==> config.mk <==
export PLATFORM = sky130hd
export DESIGN_NAME = nx1_mem_arb
export DESIGN_NICKNAME = d
export VERILOG_FILES = /design/src/rtl/nx1_mem_pkg.sv /design/src/rtl/nx1_ref_timer.sv /design/src/rtl/nx1_mem_arb.sv
export SDC_FILE = /design/constraint.sdc
export NUM_CORES = 1
export LEC_CHECK = 0
export CORE_MARGIN = 4
export CORE_UTILIZATION = 40
export DETAILED_ROUTE_END_ITERATION = 16
export PLACE_DENSITY = 0.89
export RECOVER_POWER = 25
export SLEW_MARGIN = 30
export SYNTH_ARGS = -nofsm -noshare
export SYNTH_HDL_FRONTEND = slang
export SYNTH_SLANG_ARGS = --single-unit
==> constraint.sdc <==
create_clock -name CLK -period 2.2 [get_ports CLK]
set_input_delay 0.55 -clock CLK [delete_from_list [all_inputs] [get_ports CLK]]
set_output_delay 0.55 -clock CLK [all_outputs]
set_load 0.01 [all_outputs]
==> src/rtl/nx1_mem_pkg.sv <==
// Shared definitions for the NX1 three-port memory arbiter.
package nx1_mem_pkg;

  localparam int NX1_DEF_AW = 22;

  typedef enum logic [1:0] {
    ST_IDLE = 2'd0,
    ST_ACC  = 2'd1,
    ST_REF  = 2'd2,
    ST_ACK  = 2'd3
  } arb_state_t;

  localparam logic [1:0] PORT_VIDEO = 2'd0;
  localparam logic [1:0] PORT_CPU   = 2'd1;
  localparam logic [1:0] PORT_FDD   = 2'd2;

endpackage

==> src/rtl/nx1_ref_timer.sv <==
// Refresh interval timer: queues one refresh per interval, flags an overrun
// when an interval expires while the previous refresh is still outstanding.
module nx1_ref_timer
  import nx1_mem_pkg::*;
#(
  parameter int def_REF_INTERVAL = 390
) (
  input  logic CLK,
  input  logic RST_N,
  input  logic ref_done,
  output logic ref_pend,
  output logic ref_ovf
);

  localparam logic [15:0] RELOAD = 16'(def_REF_INTERVAL - 1);

  logic [15:0] cnt_reg, cnt_next;
  logic        pend_reg, pend_next;
  logic        ovf_reg, ovf_next;
  logic        expire;

  always_comb begin
    expire    = (cnt_reg == 16'd0);
    cnt_next  = expire ? RELOAD : cnt_reg - 16'd1;
    pend_next = pend_reg;
    ovf_next  = ovf_reg;
    // A refresh completing on the expiry edge leaves the new one queued, not an overrun
    if (expire) begin
      if (pend_reg && !ref_done) ovf_next = 1'b1;
      pend_next = 1'b1;
    end else if (ref_done) begin
      pend_next = 1'b0;
    end
  end

  always_ff @(posedge CLK or negedge RST_N) begin
    if (!RST_N) begin
      cnt_reg  <= RELOAD;
      pend_reg <= 1'b0;
      ovf_reg  <= 1'b0;
    end else begin
      cnt_reg  <= cnt_next;
      pend_reg <= pend_next;
      ovf_reg  <= ovf_next;
    end
  end

  assign ref_pend = pend_reg;
  assign ref_ovf  = ovf_reg;

endmodule

==> src/rtl/nx1_mem_arb.sv <==
// Three-port SDRAM arbiter (video fixed priority, CPU/FDD round-robin) with
// refresh pre-emption at the next idle point.
module nx1_mem_arb
  import nx1_mem_pkg::*;
#(
  parameter int def_AW           = NX1_DEF_AW,
  parameter int def_REF_INTERVAL = 390
) (
  input  logic              CLK,
  input  logic              RST_N,
  input  logic              p0_req,
  input  logic [def_AW-1:0] p0_addr,
  input  logic              p0_we,
  input  logic [15:0]       p0_wdata,
  input  logic [1:0]        p0_be,
  output logic              p0_ack,
  input  logic              p1_req,
  input  logic [def_AW-1:0] p1_addr,
  input  logic              p1_we,
  input  logic [15:0]       p1_wdata,
  input  logic [1:0]        p1_be,
  output logic              p1_ack,
  input  logic              p2_req,
  input  logic [def_AW-1:0] p2_addr,
  input  logic              p2_we,
  input  logic [15:0]       p2_wdata,
  input  logic [1:0]        p2_be,
  output logic              p2_ack,
  output logic [15:0]       rdata,
  output logic              mem_req,
  output logic [def_AW-1:0] mem_addr,
  output logic              mem_we,
  output logic [15:0]       mem_wdata,
  output logic [1:0]        mem_be,
  input  logic              mem_ack,
  input  logic [15:0]       mem_rdata,
  output logic              ref_req,
  input  logic              ref_ack,
  output logic              ref_ovf
);

  arb_state_t        state_reg, state_next;
  logic [1:0]        grant_reg, grant_next;
  logic              rr_fdd_reg, rr_fdd_next;   // 1: port 2 wins a CPU/FDD tie
  logic              mem_req_reg, mem_req_next;
  logic [def_AW-1:0] mem_addr_reg, mem_addr_next;
  logic              mem_we_reg, mem_we_next;
  logic [15:0]       mem_wdata_reg, mem_wdata_next;
  logic [1:0]        mem_be_reg, mem_be_next;
  logic [15:0]       rdata_reg, rdata_next;
  logic [2:0]        ack_reg, ack_next;
  logic              ref_req_reg, ref_req_next;

  logic              ref_pend, ref_done;
  logic              grant_hit;
  logic [1:0]        grant_sel;

  nx1_ref_timer #(.def_REF_INTERVAL(def_REF_INTERVAL)) u_ref_timer (
    .CLK      (CLK),
    .RST_N    (RST_N),
    .ref_done (ref_done),
    .ref_pend (ref_pend),
    .ref_ovf  (ref_ovf)
  );

  always_comb begin
    grant_hit = 1'b1;
    grant_sel = PORT_VIDEO;
    if (p0_req)                          grant_sel = PORT_VIDEO;
    else if (p1_req && !(p2_req && rr_fdd_reg)) grant_sel = PORT_CPU;
    else if (p2_req)                     grant_sel = PORT_FDD;
    else                                 grant_hit = 1'b0;
  end

  always_comb begin
    state_next     = state_reg;
    grant_next     = grant_reg;
    rr_fdd_next    = rr_fdd_reg;
    mem_req_next   = mem_req_reg;
    mem_addr_next  = mem_addr_reg;
    mem_we_next    = mem_we_reg;
    mem_wdata_next = mem_wdata_reg;
    mem_be_next    = mem_be_reg;
    rdata_next     = rdata_reg;
    ack_next       = 3'b000;
    ref_req_next   = ref_req_reg;
    ref_done       = 1'b0;
    unique case (state_reg)
      ST_IDLE: begin
        if (ref_pend) begin
          ref_req_next = 1'b1;
          state_next   = ST_REF;
        end else if (grant_hit) begin
          grant_next   = grant_sel;
          mem_req_next = 1'b1;
          state_next   = ST_ACC;
          unique case (grant_sel)
            PORT_CPU: begin
              mem_addr_next = p1_addr; mem_we_next = p1_we;
              mem_wdata_next = p1_wdata; mem_be_next = p1_be;
            end
            PORT_FDD: begin
              mem_addr_next = p2_addr; mem_we_next = p2_we;
              mem_wdata_next = p2_wdata; mem_be_next = p2_be;
            end
            default: begin
              mem_addr_next = p0_addr; mem_we_next = p0_we;
              mem_wdata_next = p0_wdata; mem_be_next = p0_be;
            end
          endcase
        end
      end
      ST_ACC: begin
        if (mem_ack) begin
          mem_req_next = 1'b0;
          rdata_next   = mem_rdata;
          ack_next     = 3'b001 << grant_reg;
          state_next   = ST_ACK;
        end
      end
      ST_ACK: begin
        // Requests are not sampled here so a port dropping req on its ack is not re-served
        if (grant_reg == PORT_CPU)      rr_fdd_next = 1'b1;
        else if (grant_reg == PORT_FDD) rr_fdd_next = 1'b0;
        state_next = ST_IDLE;
      end
      ST_REF: begin
        if (ref_ack) begin
          ref_req_next = 1'b0;
          ref_done     = 1'b1;
          state_next   = ST_IDLE;
        end
      end
      default: state_next = ST_IDLE;
    endcase
  end

  always_ff @(posedge CLK or negedge RST_N) begin
    if (!RST_N) begin
      state_reg     <= ST_IDLE;
      grant_reg     <= PORT_VIDEO;
      rr_fdd_reg    <= 1'b0;
      mem_req_reg   <= 1'b0;
      mem_addr_reg  <= '0;
      mem_we_reg    <= 1'b0;
      mem_wdata_reg <= '0;
      mem_be_reg    <= '0;
      rdata_reg     <= '0;
      ack_reg       <= '0;
      ref_req_reg   <= 1'b0;
    end else begin
      state_reg     <= state_next;
      grant_reg     <= grant_next;
      rr_fdd_reg    <= rr_fdd_next;
      mem_req_reg   <= mem_req_next;
      mem_addr_reg  <= mem_addr_next;
      mem_we_reg    <= mem_we_next;
      mem_wdata_reg <= mem_wdata_next;
      mem_be_reg    <= mem_be_next;
      rdata_reg     <= rdata_next;
      ack_reg       <= ack_next;
      ref_req_reg   <= ref_req_next;
    end
  end

  assign p0_ack    = ack_reg[0];
  assign p1_ack    = ack_reg[1];
  assign p2_ack    = ack_reg[2];
  assign rdata     = rdata_reg;
  assign mem_req   = mem_req_reg;
  assign mem_addr  = mem_addr_reg;
  assign mem_we    = mem_we_reg;
  assign mem_wdata = mem_wdata_reg;
  assign mem_be    = mem_be_reg;
  assign ref_req   = ref_req_reg;

endmodule

Word level (Yosys, flattened, before mapping)
Index checks and enable logic that the tools add are counted.
Storage, ports and cells
  output and inout bits: 63
  input port bits: 146
  bits in registers: 85
  logic and storage cells: 79
Cells by class
  bitwise logic cells: 1
  muxes and demuxes: 31
  add/subtract/negate cells: 1
  shifts and indexed selects: 1
  reduce and logical (&&, ||, !) cells: 18
  equal/unequal tests: 13
Operators with widths (number)
  $pmux W22 S2: 1
  $pmux W16 S2: 1
  $logic_not A16 Y1: 1
  $mux W16: 1
  $sub A16 B1 Y16 const B: 1
  $mux W1: 14
  $mux W2: 7
  $reduce_and A3 Y1: 3
  $eq A2 B2 Y1 const B: 4
  $ne A2 B2 Y1 const B: 4
  $pmux W2 S4: 1
  $reduce_bool A2 Y1: 4
  $eq A2 B1 Y1 const B: 3
  $mux W3: 2
  $pmux W1 S2: 3
  $reduce_and A2 Y1: 3
  $pmux W2 S2: 1
  $reduce_and A4 Y1: 1
  $logic_and A1 B1 Y1: 3
  $ne A3 B2 Y1 const B: 1
  $shl A1 B2 Y3 const A: 1
  $logic_not A1 Y1: 2
  $logic_not A2 Y1: 1
  $ne A2 B1 Y1 const B: 1
  $not A1 Y1: 1

Depth between registers and ports, before layout
Gate-level depths: netlist (run 1).
  word-level depth: 8
  depth in mapped cells: 10
  gate-level depth less buffers: 8

Modules after synthesis
A second synthesis (run 1) with hierarchy kept.
Unflattened totals
  cell total of the unflattened synthesis: 388
  area, all modules: 4335.4 sq um
By module, submodules not included
  nx1_mem_arb: area an instance 3487.1 sq um, cells each 311, sequential area each 1676.6 sq um, times used 1
  nx1_ref_timer: area an instance 848.3 sq um, cells each 77, sequential area each 455.4 sq um, times used 1

Worst setup path after synthesis (run 1)
Ideal clock, no wire load.
  path type: input to register
  start: input port p0_req
  end: register mem_addr_reg[0], in the netlist mem_addr[0]
  arrival time: 1.789 ns
  stages: 7
  library setup time: 0.132 ns
  path slack: 0.279 ns
  buffers on the path: 2
  required time: 2.068 ns
  cells stage by stage: nand3b_1 ha_1 clkbuf_1 buf_1 nor2_1 a21oi_1 o21ai_1
On the way
  longest elaborated chain between the ends: 3
  elaborated cells on any way between the ends: 6
  classes of those cells: eq/ne (2); mux (3); reduce/logical (1)
RTL lines
  start, declared: RTL line nx1_mem_arb.sv:11  | input logic p0_req,
  $mux W2: RTL line nx1_mem_arb.sv:69  | if (p0_req) grant_sel = PORT_VIDEO;
  $eq A2 B2 Y1 / $eq A2 B1 Y1 (equally long branches): RTL line nx1_mem_arb.sv:97  | unique case (grant_sel)
  $pmux W22 S2: RTL line nx1_mem_arb.sv:97
  end signal, assigned: RTL line nx1_mem_arb.sv:156  | mem_addr_reg <= mem_addr_next;
  end, declared: RTL line nx1_mem_arb.sv:46  | logic [def_AW-1:0] mem_addr_reg, mem_addr_next;
Parallel ways exist; a longest one is shown, timed or not.
A chain may end at the register's enable or synchronous reset.

Worst setup path in the final report (run 1)
  start: input port p2_req
  end: register mem_addr_reg[20], in the netlist mem_addr[20]
On the way
  longest elaborated chain between the ends: 7
  elaborated cells on any way between the ends: 13
  classes of those cells: eq/ne (2); mux (7); reduce/logical (4)
RTL lines
  start, declared: RTL line nx1_mem_arb.sv:23  | input logic p2_req,
  $logic_and A1 B1 Y1 (*): RTL line nx1_mem_arb.sv:70  | else if (p1_req && !(p2_req && rr_fdd_reg)) grant_sel = PORT_CPU;
  $logic_not A1 Y1 (*): RTL line nx1_mem_arb.sv:70
  $logic_and A1 B1 Y1 (*): RTL line nx1_mem_arb.sv:70
  $mux W2 (*): RTL line nx1_mem_arb.sv:70
  $mux W2 (*): RTL line nx1_mem_arb.sv:69
  via grant_sel[0]: RTL line nx1_mem_arb.sv:56  | logic [1:0] grant_sel;
  $eq A2 B2 Y1 / $eq A2 B1 Y1 (equally long branches): RTL line nx1_mem_arb.sv:97
  $pmux W22 S2 (*): RTL line nx1_mem_arb.sv:97
The timed path passes the listed nets; every way through them passes the cells marked *.

==> reports/metrics.cfg, run 1 <==
[floorplan]
num_rows = 36
initial_core_util_pct = 41.6
ios = 209
die_area_um2 = 12000
chipWidth_um = 109
core-area_um2 = 9860
die_h_um = 109

[logic_synthesis]
synth_cell_type_count = 36
yosysWarnings = 0
syn_nets = 592
ys_ff_latch = 85
synth_area_um2 = 4110
avgSynthCellArea_um2 = 9.33
synth_seq_area_share_pct = 51.9
syn_inst = 440

[timing]
tightestPinTransition_ns = 1.65
slew_headroom_pct = -10.3
fmax_mhz = 494
final-max-slew-violation-count = 31
setup_ws_ns = 0.176
rsz0062_at_grt = false
fin_crit_sh_pct = 92.0
whs_ns = 0.480
setup_viol = 0
finClkSkew_ns = 0.0137
fin_crit_ns = 2.02
finalHoldViolations = 0

[global_route]
grt_pass1_wl_um = 19300
grt_pass1_vias = 4094
antenna_found_initial = 0
track_usage_pct = 20.4
grt_max_degree = 55
overflow = 0

[critical_path]
start_kind = input port
cp_max_fo = 42
worst-setup-path-type = input port to flip-flop
cp_data_arrival_time_ns = 2.26
crit_required_ns = 2.44
crit_path_end_kind = flip-flop

[placed_design]
post-place-ws_ns = -0.175
port_buffers = 208
gp_congestion = 0.818
hpwl_um = 9360

[outcome]
run_status = complete, but fails checks
violations = capacitance limit, slew limit

[power_and_ir_drop]
p_leak_nw = 2.71
powerDensity_nw_per_um2 = 1000
ir_drop_mv = 0.750

[route]
met3_length_um = 940
routed_wl_um = 12200
wl_met2_um = 6280
wl_met1_um = 4620
maxUsedRoutingLayer = met4
vias = 3981
first_iter_violations = 146
routedWlPerCell_um = 15.7
drcViolationCount = 0
drtPass1Iterations = 4
ant_nets = 0
viasPerCell = 5.12

[cts]
cts_inserted_buffers = 9
clkSlewWorstSetupHoldPaths_ns = 0.09
cts_hold_buf = 0
clockBufferDepth = 2
cts_tree = built
ctsResizeCount = 0
cts_max_level = 3
cts_root_buf = clkbuf_8
post_cts.repair.setup_buffers = 0
insertion_delay_ns = 0.35
cts_sinks = 85

[layout]
final_nets = 791
largest_reg_flops = 22
fillers = 765
syn2layout_area_growth_pct = 61.2
drive_above_1_share_pct = 9.16
diodes = 0

[flow_run]
drv_cap = 1

[min_path]
min_path_type = flip-flop to flip-flop

[cell usage after synthesis, drive strengths merged]
library cell  count  area share (%)
mux2             20             5.6
inv              12             1.1
o21ai            48             5.9
xor2              2            0.43
dfrtp            81              49
nor2b             1            0.15
nand3b            4            0.73
or4               5             1.1
clkbuf           23             2.1
nand3             3            0.37
a22oi            41             7.5
o21bai            1            0.18
nand2            53             4.9
a21boi            1            0.18
buf               9            0.97
and3              1            0.15
or3               2            0.34
nand2b            1            0.15
dfstp             4             2.6
o31ai             1            0.18
nor4              3            0.82
nor3              5            0.61
ha                6             1.8
nor2             61             5.8
or4b              1            0.34
a21oi            45             5.5
xnor2             6             1.3
[power breakdown]
group	internal [mW]	total [mW]	switching (mW)
Clock	0.658	1.26	0.606
Sequential	2.12	2.45	0.330
Combinational	1.62	2.93	1.30
Total	4.40	6.64	2.24
[per-layer routing]
layer  GRT usage [%]  up-vias
met1            22.4     1871
li1                -     1925
met2            37.6      153
met3            5.40       32
met4            7.66        0
met5               0        -
[area by class of cell]
type	count	area, µm²	area share (%)
Multi-Input combinational cell	311	1810	27.3
Tap cell	133	166	2.51
Sequential cell	85	2130	32.2
Clock buffer	9	124	1.87
Inverter	12	45.0	0.680
Clock inverter	7	105	1.59
Timing Repair Buffer	220	2240	33.8
[stage by stage]
| step | power [mW] | area, µm² | utilization, % | TNS, ns | cells |
|---|---|---|---|---|---|
| 2_1_floorplan | 3.73 | 4110 | - | 0 | 440 |
| 4_1_cts | 6.71 | 6620 | 67.1 | 0 | 777 |
| 6_report | 6.64 | 6620 | 67.1 | 0 | 777 |
| 3_5_place_dp | 5.42 | 6390 | 64.8 | -6.03 | 761 |
| 3_3_place_gp | 5.31 | 6390 | 64.8 | -3.82 | 761 |
| 5_1_grt | 7.07 | 6620 | 67.1 | 0 | 777 |
[worst paths after layout]
| kind | slack (ns) | startpoint | endpoint | cells after the start |
|---|---|---|---|---|
| worst max-delay path | 0.18 | p2_req | mem_addr[20] | 9 |
| worst min-delay path | 0.48 | u_ref_timer.cnt_reg[0] | u_ref_timer.cnt_reg[0] | 1 |
| worst max register to register | 0.21 | u_ref_timer.cnt_reg[1] | u_ref_timer.cnt_reg[3] | 6 |
| worst min register to register | 0.48 | u_ref_timer.cnt_reg[0] | u_ref_timer.cnt_reg[0] | 1 |
| max in group asynchronous | 0.52 | RST_N | mem_addr[0] | 2 |
| min in group asynchronous | 0.61 | RST_N | rdata[10] | 1 |
[cells by family (layout without fill, tap and decap cells)]
| group | after synthesis | count (layout) | synth area share (%) |
|---|---|---|---|
| compound gates | 137 | 137 | 19.4 |
| xor+xnor | 8 | 8 | 1.71 |
| fa+ha+maj | 6 | 6 | 1.83 |
| buf+inv | 44 | 248 | 4.17 |
| flops | 85 | 85 | 51.9 |
| mux | 20 | 20 | 5.58 |
| simple gates | 140 | 140 | 15.4 |
[placed cells by master, fill, tap and decap left out, types with 4 or more instances in the layout]
cell type	n
nor2_1	60
xnor2_1	6
buf_4	6
nor3_1	5
dfstp_2	4
nand3b_1	4
a21oi_1	45
mux2_2	17
nand2_1	52
clkdlybuf4s50_1	207
buf_12	6
a22oi_1	41
ha_1	5
o21ai_0	5
o21ai_1	43
inv_1	12
clkbuf_8	9
dfrtp_1	81
[critical path: stages]
cell             delay [ns]
clkdlybuf4s50_1        0.51
nand2_1                0.07
nand3b_1               0.14
inv_1                  0.06
ha_2                   0.40
buf_12                 0.21
nor2_1                 0.08
a21oi_1                0.16
o21ai_1                0.08
Note: power is estimated with default switching activity, not from simulation.
==> run 2: changes to the inputs <==
CORE_MARGIN = 2   (was 4)
==> run 2 against run 1 <==
Net effect:
- the run still ends with capacitance limit, slew limit left
- worst hold slack better by 0.0085 ns
- cell count is 0.13% higher
- fmax is 1.2% lower
- sequential power hardly changed
- non-clock buffer count is 1 higher
- routed wire length is 6.0% lower
- register-to-register slack better by 0.02 ns
- critical path type unchanged
- critical endpoint is now mem_addr[14]
- highest routed layer unchanged
==> reports/metrics.cfg, run 2 (synthesis gave the netlist of run 1 again) <==
[outcome]
run_status = complete, but fails checks
violations = capacitance limit, slew limit

[route]
first_iter_violations = 168
viasPerCell = 5.11
drcViolationCount = 0
routed_wl_um = 11500
drtPass1Iterations = 4
routedWlPerCell_um = 14.7
vias = 3973
ant_nets = 0

[floorplan]
chipWidth_um = 105
die_h_um = 105
die_area_um2 = 11100
ios = 209
core-area_um2 = 9860
num_rows = 36
initial_core_util_pct = 41.6

[layout]
fillers = 742
drive_above_1_share_pct = 9.30
diodes = 0
instances_no_fill = 778
stdcell_area_um2 = 6630
syn2layout_area_growth_pct = 61.5
largest_reg_flops = 22
layout_common_cells = clkdlybuf4s50_1, dfrtp_1, nor2_1, nand2_1, a21oi_1
post-route-util_pct = 67.2
final_nets = 792
final_common_cell = clkdlybuf4s50_1

[power_and_ir_drop]
p_int_mw = 4.43
pwr-share-seq_pct = 36.9
swShare_pct = 33.0
powerDensity_nw_per_um2 = 997
p_total_mw = 6.61
ir_drop_mv = 0.456
p_clk_share_pct = 19.0
p_sw_mw = 2.18
p_leak_nw = 2.72
combPwrFrac_pct = 44.2

[timing]
whs_ns = 0.488
fin_crit_ns = 2.05
setup_viol = 0
rsz0062_at_grt = false
setup_ws_ns = 0.151
tns_ns = 0
finClkSkew_ns = 0.0112
slew_headroom_pct = -10.5
finalHoldViolations = 0
tightestPinTransition_ns = 1.66
fin_crit_sh_pct = 93.1
final-max-slew-violation-count = 31
fmax_mhz = 488

[critical_path]
r2r_slack_ns = 0.23
critical-path-max-stage-delay_ns = 0.45
crit_path_end_kind = flip-flop
crit_required_ns = 2.42
crit_path_cell_trace = clkdlybuf4s50_1, nand2b_1, nand3b_1, buf_4, ha_2, buf_12, nor2_1, a21oi_1, o21ai_1
cp_data_arrival_time_ns = 2.27
crit_path_top_delay_cell = clkdlybuf4s50_1
cp_top_family = buffers and inverters
crit_buf_inv = 3
start_kind = input port
cp_max_fo = 42
worst-setup-path-type = input port to flip-flop

[global_route]
antenna_found_initial = 0
overflow = 0
grt_pass1_wl_um = 19000
track_usage_pct = 21.1
grt_pass1_vias = 4050
grt_max_degree = 53

[placed_design]
placed_cells = 762
gp_congestion = 0.840
hpwl_um = 8920
post-place-ws_ns = -0.212
placed_area_um2 = 6400
port_buffers = 208

[min_path]
min_path_type = flip-flop to flip-flop

[cts]
cts_inserted_buffers = 9
cts_max_level = 3
insertion_delay_ns = 0.34
clockBufferDepth = 2
cts_root_buf = clkbuf_8
post_cts.repair.setup_buffers = 0
clkSlewWorstSetupHoldPaths_ns = 0.09
cts_tree = built
cts_hold_buf = 0
ctsResizeCount = 0
cts_sinks = 85

[flow_run]
drv_cap = 1

==> run 2: power by group through the flow <==
stage               Combinational [mW]  Sequential, mW  Clock, mW
floorplan                         1.07            2.67          0
global placement                  2.88            2.44          0
detailed placement                2.95            2.47          0
CTS                               2.96            2.44       1.29
global route                      3.20            2.51       1.36
finish                            2.92            2.44       1.25
==> run 2: area by class of cell <==
class	count	area (µm²)	area share, %
clock buffer	10	138	2.08
multi-input combinational	311	1810	27.3
clock inverter	6	93.8	1.42
inverter	12	45.0	0.679
timing repair buffer	221	2250	33.9
sequential	85	2130	32.2
tap	133	166	2.51
==> run 2: final timing paths <==
check | startpoint | to | cells after the start
max | p1_req | mem_addr[14] | 9
min | u_ref_timer.cnt_reg[0] | u_ref_timer.cnt_reg[0] | 1
max reg2reg | u_ref_timer.cnt_reg[1] | u_ref_timer.cnt_reg[10] | 5
min reg2reg | u_ref_timer.cnt_reg[0] | u_ref_timer.cnt_reg[0] | 1
max in group asynchronous | RST_N | mem_addr[2] | 2
min in group asynchronous | RST_N | u_ref_timer.cnt_reg[15] | 1
==> run 2: layer usage <==
metal / vias up / part of all wire, % / GRT usage, %
met2: 151 / 53 / 37.7
li1: 1933 / - / -
met3: 21 / 5.9 / 4.58
met5: - / 0 / 0
met4: 0 / 2.1 / 7.62
met1: 1868 / 39 / 25.0
==> run 2: worst register-to-register path: stages (launching register included) <==
cell and delay, ns:
dfrtp_1 0.41, inv_1 0.07, ha_1 0.19, or4b_4 0.54
nor4_1 0.29, mux2_2 0.37
==> run 3: changes to the inputs <==
PLACE_DENSITY = 0.78   (was 0.89)
==> run 3 against run 2 <==
Net effect:
- the flow still finishes with violations (capacitance limit, slew limit)
- sequential share of layout area increased by 0.20 points
- total power decreased by 2.0%
- combinational power about the same
- cell count increased by 0.26%
- register-to-register slack worse by 0.02 ns
- via count is 0.28% lower
- routed wire length rose by 8.1%
- critical path depth unchanged
- global-route usage is 1.6 points higher
- count of clock-buffer cells in the layout up 1
- design area decreased by 0.62%
- critical endpoint is now mem_addr[9]
==> reports/metrics.cfg, run 3 (synthesis gave the netlist of run 1 again) <==
[outcome]
run_status = complete, but fails checks
violations = capacitance limit, slew limit

[cts]
insertion_delay_ns = 0.36
ctsResizeCount = 0
cts_sinks = 85
cts_root_buf = clkbuf_8
cts_max_level = 3
cts_inserted_buffers = 9
cts_hold_buf = 0
post_cts.repair.setup_buffers = 0
clkSlewWorstSetupHoldPaths_ns = 0.09
clockBufferDepth = 2
cts_tree = built

[critical_path]
reg2regPathDepth = 5
cp_data_arrival_time_ns = 2.28
worst-setup-path-type = input port to flip-flop
crit_path_cell_trace = clkdlybuf4s50_1, nand2b_1, nand3b_1, buf_4, ha_2, buf_12, nor2_1, a21oi_1, o21ai_1
crit_required_ns = 2.43
crit_path_top_delay_cell = clkdlybuf4s50_1
r2r_start = u_ref_timer.cnt_reg[1]
critical-path-max-stage-delay_ns = 0.45
r2r_slack_ns = 0.21
crit_path_end_kind = flip-flop
cp_max_fo = 58
cp_top_family = buffers and inverters
r2r-end = u_ref_timer.cnt_reg[10]
start_kind = input port
crit_buf_inv = 3

[layout]
stdcell_area_um2 = 6590
largest_reg_flops = 22
drive_above_1_share_pct = 9.43
final_common_cell = clkdlybuf4s50_1
syn2layout_area_growth_pct = 60.5
layout_common_cells = clkdlybuf4s50_1, dfrtp_1, nor2_1, nand2_1, a21oi_1
final_nets = 794
diodes = 0

[global_route]
grt_pass1_wl_um = 20000
grt_pass1_vias = 4180
track_usage_pct = 22.8
antenna_found_initial = 0
grt_max_degree = 88
overflow = 0

[route]
drcViolationCount = 0
vias = 3962
viasPerCell = 5.08
first_iter_violations = 134
ant_nets = 0
routed_wl_um = 12400
routedWlPerCell_um = 15.9
drtPass1Iterations = 4

[timing]
finClkSkew_ns = 0.0100
whs_ns = 0.484
rsz0062_at_grt = false
finalHoldViolations = 0
fin_crit_sh_pct = 93.1
slew_headroom_pct = -9.67
setup_viol = 0
tightestPinTransition_ns = 1.65
tns_ns = 0
fmax_mhz = 488
fin_crit_ns = 2.05
setup_ws_ns = 0.151
final-max-slew-violation-count = 31

[min_path]
min-delay-start = u_ref_timer.cnt_reg[0]
min_to = u_ref_timer.cnt_reg[0]
min_path_type = flip-flop to flip-flop
min_path_cells = 1

[power_and_ir_drop]
powerDensity_nw_per_um2 = 982
ir_drop_mv = 0.485
p_leak_nw = 2.70

[flow_run]
drv_cap = 1

[placed_design]
gp_congestion = 0.841
post-place-ws_ns = -0.169
placed_area_um2 = 6390
hpwl_um = 9440
port_buffers = 208

[floorplan]
num_rows = 36
die_area_um2 = 11100
die_h_um = 105
initial_core_util_pct = 41.6
ios = 209
chipWidth_um = 105
core-area_um2 = 9860

[run 3: cell types whose count changed in the layout (fill, tap and decap cells not counted)]
cell        change
clkinv_4        -1
clkbuf_1        +1
buf_4           +4
bufinv_16       -1
buf_12          -2
inv_8           -1
clkinvlp_4      +2
[run 3: report_power, final]
part | switching (mW) | internal [mW]
clock network | 0.568 | 0.558
logic | 1.30 | 1.61
registers | 0.326 | 2.12
total | 2.19 | 4.28
[run 3: per-layer routing]
layer  GRT usage [%]  vias up  wire length [µm]
met5               0        -                 0
met4            10.5        0               362
met3            7.73       24              1050
met2            40.1      129              6330
met1            24.6     1874              4630
li1                -     1935                 -
[run 3: worst max path at each step]
stage / from / end / slack [ns] / cells after the start
2_1_floorplan: p0_req / mem_addr[0] / 0.28 / 7
3_3_place_gp: p1_req / mem_addr[5] / -0.13 / 9
3_5_place_dp: p0_req / mem_wdata[15] / -0.17 / 8
4_1_cts: p0_req / mem_addr[9] / 0.16 / 8
5_1_grt: p1_req / mem_addr[9] / 0.03 / 9
6_report: p1_req / mem_addr[9] / 0.15 / 9
[run 3: cell type report]
type                    instances  area, µm²
fillers                       786       3280
clock inverters                 5       58.8
well taps                     133        166
inverters                      12       45.0
clock buffers                  11        141
repair buffers                223       2240
flip-flops and latches         85       2130
multi-input cells             311       1810
[run 3: stage by stage]
stage | total power, mW | util [%] | std cells
3_3_place_gp | 5.31 | 64.8 | 764
5_1_grt | 6.92 | 66.8 | 780
4_1_cts | 6.55 | 66.8 | 780
3_5_place_dp | 5.40 | 64.8 | 764
6_report | 6.47 | 66.8 | 780
2_1_floorplan | 3.73 | - | 440
